**config.mk**
```make
export PLATFORM = sky130hd
export DESIGN_NAME = rx_fifo
export DESIGN_NICKNAME = d
export VERILOG_FILES = /design/src/rtl/rx_fifo.sv
export SDC_FILE = /design/constraint.sdc
export NUM_CORES = 1
export LEC_CHECK = 0
export BUFFER_PORTS_ARGS = -buffer_cell sky130_fd_sc_hd__buf_4
export CORE_MARGIN = 1
export CORE_UTILIZATION = 36
export DETAILED_ROUTE_END_ITERATION = 8
export GPL_ROUTABILITY_DRIVEN = 0
export SKIP_LAST_GASP = 1
export SYNTH_ARGS = -nofsm -noshare
export SYNTH_HDL_FRONTEND = slang
export SYNTH_SLANG_ARGS = --single-unit
export TNS_END_PERCENT = 100
```
**constraint.sdc**
```tcl
create_clock -name clk -period 4.1 [get_ports clk]
set_clock_uncertainty 0.05 [all_clocks]
set_input_delay 0.205 -clock clk [delete_from_list [all_inputs] [get_ports clk]]
set_output_delay 0.205 -clock clk [all_outputs]
set_load 0.05 [all_outputs]
```
**src/rtl/rx_fifo.sv**
```systemverilog
// Receive byte FIFO between the UART receiver buffer and the host.
// Drains the receiver with a registered acknowledge and offers a first-word-fall-through read port.
module rx_fifo #(
    parameter int unsigned DEPTH = 8
) (
    input  logic                     clk,
    input  logic                     n_rst,
    input  logic [7:0]               rx_data,
    input  logic                     data_ready,
    input  logic                     framing_error,
    input  logic                     overrun_error,
    output logic                     data_read,
    input  logic                     rd_en,
    input  logic                     flush,
    output logic [7:0]               rd_data,
    output logic                     rd_ferr,
    output logic                     rd_oerr,
    output logic                     empty,
    output logic                     full,
    output logic [$clog2(DEPTH):0]   count
);

    localparam int unsigned AW = $clog2(DEPTH);
    localparam logic [AW:0] FullCount = (AW + 1)'(DEPTH);

    typedef enum logic {StIdle, StAck} state_e;

    state_e          state_q, state_d;
    logic            data_read_q, data_read_d;
    logic [AW-1:0]   wr_ptr_q, rd_ptr_q;
    logic [AW:0]     count_q;
    logic [9:0]      mem_q [DEPTH];
    logic [9:0]      head;
    logic            do_write, do_pop;

    assign full   = (count_q == FullCount);
    assign empty  = (count_q == '0);
    assign do_pop = rd_en && !empty;

    // ACK absorbs the cycle in which the receiver still holds data_ready high.
    always_comb begin
        state_d     = state_q;
        data_read_d = 1'b0;
        do_write    = 1'b0;
        unique case (state_q)
            StIdle: begin
                if (data_ready && !full) begin
                    do_write    = 1'b1;
                    data_read_d = 1'b1;
                    state_d     = StAck;
                end
            end
            StAck:   state_d = StIdle;
            default: state_d = StIdle;
        endcase
    end

    always_ff @(posedge clk or negedge n_rst) begin
        if (!n_rst) begin
            state_q     <= StIdle;
            data_read_q <= 1'b0;
        end else begin
            state_q     <= state_d;
            data_read_q <= data_read_d;
        end
    end

    always_ff @(posedge clk) begin
        if (do_write && !flush) begin
            mem_q[wr_ptr_q] <= {overrun_error, framing_error, rx_data};
        end
    end

    always_ff @(posedge clk or negedge n_rst) begin
        if (!n_rst) begin
            wr_ptr_q <= '0;
            rd_ptr_q <= '0;
            count_q  <= '0;
        end else if (flush) begin
            wr_ptr_q <= '0;
            rd_ptr_q <= '0;
            count_q  <= '0;
        end else begin
            if (do_write) wr_ptr_q <= wr_ptr_q + AW'(1);
            if (do_pop)   rd_ptr_q <= rd_ptr_q + AW'(1);
            case ({do_write, do_pop})
                2'b10:   count_q <= count_q + (AW + 1)'(1);
                2'b01:   count_q <= count_q - (AW + 1)'(1);
                default: count_q <= count_q;
            endcase
        end
    end

    assign head      = mem_q[rd_ptr_q];
    assign rd_data   = empty ? 8'h00 : head[7:0];
    assign rd_ferr   = empty ? 1'b0  : head[8];
    assign rd_oerr   = empty ? 1'b0  : head[9];
    assign data_read = data_read_q;
    assign count     = count_q;

endmodule

```
==> flow_metrics.env, run 1 <==
export IMPL_status="completed"
export IMPL_cts_buffers_inserted=9
export IMPL_synth_area_top_cells="edfxtp_1 (64%), mux4_2 (12%), dfrtp_1 (7.4%)"
export IMPL_power_density_mw_per_mm2=603
export IMPL_final_core_util=0.441
export IMPL_finalHoldViolCount=0
export IMPL_die_area_mm2=0.0108
export IMPL_postLayoutCellArea_mm2=0.00437
export IMPL_syn_area_per_cell_um2=18.9
export IMPL_swShare=0.380
export IMPL_timing_setup_tns_ns=0
export IMPL_reg2reg_slack_ns=1.62
export IMPL_maxCapViolations=0
export IMPL_synth_fp_nets=217
export IMPL_grt_use_total=0.137
export IMPL_num_nets_final=262
export IMPL_start_kind="register"
export IMPL_placedCellCount=364
export IMPL_vias=1866
export IMPL_rsz0062_at_grt="false"
export IMPL_grt_pass1_wl_um=10700
export IMPL_required_ns=3.85
export IMPL_synth_seq_area_share=0.717
export IMPL_die_h_um=104
export IMPL_peakVddDrop_mv=0.224
export IMPL_synth_top_area_frac=0.643
export IMPL_cts_setup_buffers=0
export IMPL_maxSlewViolCount=0
export IMPL_endpoint_kind="primary output"
export IMPL_drc=0
export IMPL_clk_path_buf_depth=2
export IMPL_p_comb_frac=0.360
export IMPL_yosys_warnings=0
export IMPL_ys_seq_elements=91
export IMPL_ant_nets=0
export IMPL_fill_cells=883
export IMPL_holdBufCountCts=1
export IMPL_finalSetupViolCount=0
export IMPL_place_detailed_hpwl_um=4090
export IMPL_path_clk_slew_ns=0.09
export IMPL_start_util=0.377
export IMPL_die_w_um=104
export IMPL_clock_latency_ns=0.36
export IMPL_area_growth_pct=17.2
export IMPL_instances_no_fill=381
export IMPL_overflow=0
export IMPL_coreArea_mm2=0.00991
export IMPL_grt_pass1_vias=1940
export IMPL_arrival_ns=2.52
export IMPL_ios=32
export IMPL_wl_per_cell_um=17.6
export IMPL_clock_sinks=91
export IMPL_yosys_area_top_type="edfxtp_1"
export IMPL_pwr_share_clk=0.206
export IMPL_fmax_ghz=0.361
export IMPL_criticalPathCategory="reg -> out"
export IMPL_rows=36
export IMPL_seq_power_share=0.434
export IMPL_hp_class="in -> reg"
export IMPL_first_pass_iters=4
export IMPL_finalCritPeriodShare=0.676
export IMPL_cp_max_fo=14
export IMPL_synth_cells=198
export IMPL_setup_ws_ns=1.33
export IMPL_htreeDepth=3
export IMPL_power_mw=2.64
export IMPL_initialDrtViolationCount=88
export IMPL_dp_slack_ns=1.61
export IMPL_port_buffers=31
export IMPL_p_int_mw=1.63
export IMPL_post_cts_resized=0
export IMPL_p_leak_nw=1.50
export IMPL_tightest_slew_ns=0.940
export IMPL_dpl_cell_area_mm2=0.00419
export IMPL_layout_drive_gt1_share=0.355
export IMPL_relSlewSlack=0.373
export IMPL_grt_max_degree=23
export IMPL_holdWs_ns=0.0178
export IMPL_synth_cell_types=31
export IMPL_diodes=0
export IMPL_cts_root_buffer="clkbuf_8"
export IMPL_post_route_min_period_ns=2.77
export IMPL_switching_power_mw=1.00
export IMPL_antenna_found_initial=0
export IMPL_viasPerCell=4.90
export IMPL_synth_area_mm2=0.00373
export IMPL_drt_total_wl_um=6700
export IMPL_cts_tree="built"
==> cells in the mapped netlist <==
master     instances
nand2_1            6
a31oi_1            1
nor4_1             2
a21oi_1            1
o21bai_1           1
inv_1              3
mux2i_1           13
xor2_1             6
nor2b_4            1
clkbuf_1           4
a21oi_4            1
or3b_2             1
buf_1              1
buf_6              1
a2bb2oi_2          1
ha_1               4
edfxtp_1          80
nand3b_1           1
o41ai_4            1
buf_2              2
or4b_4             1
nor2_1            25
nor2b_1            1
o21a_1             1
dfrtp_1           11
nand3_2            1
nor3_1             3
nor4b_1            1
xnor2_1            2
mux4_2            20
nand2_2            1
==> path summary, 6_finish.rpt <==
path	startpoint	endpoint	depth (start not counted)
setup / recovery	rd_ptr_q[0]	rd_data[7]	5
hold / removal	rx_data[1]	mem_q[1][1]	1
setup reg to reg	count[1]	count[3]	7
hold reg to reg	wr_ptr_q[1]	wr_ptr_q[1]	2
max in group asynchronous	n_rst	rd_ptr_q[0]	2
min in group asynchronous	n_rst	data_read	2
==> cells in the final DEF (no fill, tap or decap), types with 2 or more instances in the layout <==
| cell | count |
|---|---|
| edfxtp_1 | 80 |
| buf_4 | 41 |
| nor2_1 | 25 |
| mux4_2 | 20 |
| mux2i_1 | 13 |
| dfrtp_1 | 11 |
| clkbuf_8 | 9 |
| nand2_1 | 6 |
| xor2_1 | 6 |
| ha_1 | 4 |
| inv_1 | 3 |
| nor3_1 | 3 |
| clkinvlp_4 | 3 |
| nor4_2 | 2 |
| xnor2_1 | 2 |
| clkinv_4 | 2 |
==> per-layer routing <==
layer | vias up | routed length, um | global-route usage
met3 | 9 | 191 | 0.0245
met2 | 27 | 3350 | 0.221
li1 | 866 | - | -
met5 | - | 0 | 0
met4 | 0 | 114 | 0.0827
met1 | 964 | 3050 | 0.172
==> cells by family (layout without fill, tap and decap cells) <==
| group | after synthesis | after routing | synth area share |
|---|---|---|---|
| fa+ha+maj | 4 | 4 | 0.0134 |
| mux | 33 | 33 | 0.155 |
| simple gates | 44 | 44 | 0.0586 |
| xor+xnor | 8 | 8 | 0.0188 |
| buf+inv | 11 | 61 | 0.0137 |
| compound gates | 7 | 7 | 0.0228 |
| flops | 91 | 91 | 0.717 |
==> worst max-delay path, cell delays in order (launching register included) <==
cell and delay, ns:
dfrtp_1 0.86, buf_4 0.35, mux4_2 0.52, mux2i_1 0.17, nor2_1 0.06, buf_4 0.19
==> flip-flops by register name, indices dropped and copies added (netlist names) <==
signal / flops
mem_q: 80
rd_ptr_q: 3
count: 4
data_read: 1
wr_ptr_q: 3
==> area by class of cell <==
cell class | instances | area (um^2) | area share
Sequential cell | 91 | 2680 | 0.612
Clock inverter | 7 | 53.8 | 0.0123
Multi-Input combinational cell | 96 | 1020 | 0.234
Tap cell | 133 | 166 | 0.0380
Timing Repair Buffer | 42 | 318 | 0.0727
Clock buffer | 9 | 124 | 0.0283
Inverter | 3 | 11.3 | 0.00257
==> power groups by stage <==
stage | registers [mW] | clock network [mW] | logic, mW
global route | 1.16 | 0.593 | 1.01
floorplan | 1.18 | 0 | 0.663
finish | 1.14 | 0.544 | 0.948
detailed placement | 1.17 | 0 | 0.961
CTS | 1.15 | 0.561 | 0.964
global placement | 1.17 | 0 | 0.957
Power figures use the tool's default switching activity.
==> run 2: changes to the inputs <==
Clock period 4.1 ns to 2.8 ns, I/O delays scaled along.
==> flow_metrics.env, run 2 (synthesis results as in run 1) <==
export IMPL_crit_path_max_incr_delay_ns=0.64
export IMPL_final_core_util=0.456
export IMPL_vias=1932
export IMPL_dp_slack_ns=0.389
export IMPL_drc=0
export IMPL_largest_reg_flops=80
export IMPL_hp_class="in -> reg"
export IMPL_grt_use_total=0.137
export IMPL_die_area_mm2=0.0108
export IMPL_place_detailed_hpwl_um=4130
export IMPL_clk_path_buf_depth=2
export IMPL_tightest_slew_ns=0.778
export IMPL_overflow=0
export IMPL_num_nets_final=275
export IMPL_die_h_um=104
export IMPL_viasPerCell=4.90
export IMPL_htreeDepth=3
export IMPL_grt_pass1_wl_um=11000
export IMPL_ios=32
export IMPL_peakVddDrop_mv=0.489
export IMPL_maxSlewViolCount=0
export IMPL_start_kind="register"
export IMPL_required_ns=2.99
export IMPL_cts_tree="built"
export IMPL_relSlewSlack=0.481
export IMPL_holdWs_ns=0.0182
export IMPL_ant_nets=0
export IMPL_slowest_stage="or4b_4"
export IMPL_die_w_um=104
export IMPL_setup_ws_ns=0.390
export IMPL_postLayoutCellArea_mm2=0.00452
export IMPL_status="completed"
export IMPL_maxCapViolations=0
export IMPL_layout_drive_gt1_share=0.345
export IMPL_fill_cells=896
export IMPL_criticalPathCategory="reg -> reg"
export IMPL_path_cells="or4b_4 > a21oi_4 > ha_1 > a31oi_1 > a2bb2oi_2 > xor2_1 > nor2_1"
export IMPL_antenna_found_initial=0
export IMPL_p_leak_nw=1.58
export IMPL_grt_max_degree=17
export IMPL_power_density_mw_per_mm2=883
export IMPL_initialDrtViolationCount=63
export IMPL_rsz0062_at_grt="false"
export IMPL_crit_buf_inv=0
export IMPL_area_growth_pct=21.0
export IMPL_dpl_cell_area_mm2=0.00421
export IMPL_port_buffers=31
export IMPL_path_clk_slew_ns=0.09
export IMPL_regMostFlops="mem_q"
export IMPL_rows=36
export IMPL_diodes=0
export IMPL_drt_total_wl_um=6880
export IMPL_timing_setup_tns_ns=0
export IMPL_endpoint_kind="register"
export IMPL_grt_pass1_vias=1995
export IMPL_start_util=0.377
export IMPL_fmax_ghz=0.415
export IMPL_cts_root_buffer="clkbuf_8"
export IMPL_finalSetupViolCount=0
export IMPL_first_pass_iters=4
export IMPL_post_route_min_period_ns=2.41
export IMPL_cts_setup_buffers=0
export IMPL_cts_buffers_inserted=9
export IMPL_clock_sinks=91
export IMPL_cp_max_fo=9
export IMPL_finalCritPeriodShare=0.861
export IMPL_arrival_ns=2.60
export IMPL_clock_latency_ns=0.35
export IMPL_coreArea_mm2=0.00991
export IMPL_finalHoldViolCount=0
export IMPL_final_cell_mix="edfxtp_1 (80), buf_4 (44), nor2_1 (25)"
export IMPL_layout_commonest_cell="edfxtp_1"
export IMPL_wl_per_cell_um=17.5
export IMPL_critical_path_top_delay_family="simple AND/OR/NAND/NOR gates"
==> run 2: changes by cell type in the layout (fill, tap and decap cells not counted) <==
cell / before / now
inv_8: 0 / 1
dlygate4sd3_1: 1 / 11
clkbuf_1: 0 / 1
clkinvlp_4: 3 / 1
bufinv_16: 0 / 1
clkinv_4: 2 / 0
buf_4: 41 / 44
inv_6: 1 / 2
==> run 2: timing repair <==
action,4_1_cts,5_1_grt
hold buffers,11,0
resized for setup,0,0
endpoints found under the hold margin,91,0
==> run 2: per-stage QoR <==
step,std cells,power [mW]
finish,394,3.99
detailed placement,367,3.13
floorplan,198,2.70
CTS,394,4.03
global route,394,4.17
global placement,367,3.12
==> run 2: final timing paths <==
check / end / slack [ns] / start / cells past startpoint
setup / recovery: count[3] / 0.39 / count[1] / 7
hold / removal: wr_ptr_q[1] / 0.02 / flush / 2
hold reg to reg: wr_ptr_q[1] / 0.61 / wr_ptr_q[1] / 2
min in group asynchronous: count[1] / 0.11 / n_rst / 2
setup reg to reg: count[3] / 0.39 / count[1] / 7
max in group asynchronous: rd_ptr_q[0] / 2.43 / n_rst / 2
==> run 2: report_power, final <==
group | total, mW | leakage, nW | internal, mW | switching [mW]
Clock | 0.898 | 0.0992 | 0.425 | 0.473
Combinational | 1.45 | 0.610 | 0.537 | 0.910
Sequential | 1.64 | 0.870 | 1.55 | 0.0966
Total | 3.99 | 1.58 | 2.51 | 1.48
==> run 2: per-layer routing <==
metal  routed length (um)  global-route usage  vias to the layer above
met2                 3520               0.233                       34
met3                  150              0.0208                       10
met1                 3110               0.175                      998
li1                     -                   -                      890
met4                  100              0.0582                        0
met5                    0                   0                        -
==> run 2: layout make-up <==
| type | instances | area (um^2) | share of cell area |
|---|---|---|---|
| well taps | 133 | 166 | 0.0368 |
| flip-flops and latches | 91 | 2680 | 0.593 |
| repair buffers | 55 | 440 | 0.0975 |
| clock inverters | 6 | 71.3 | 0.0158 |
| multi-input cells | 96 | 1020 | 0.227 |
| inverters | 3 | 11.3 | 0.00249 |
| clock buffers | 10 | 128 | 0.0282 |
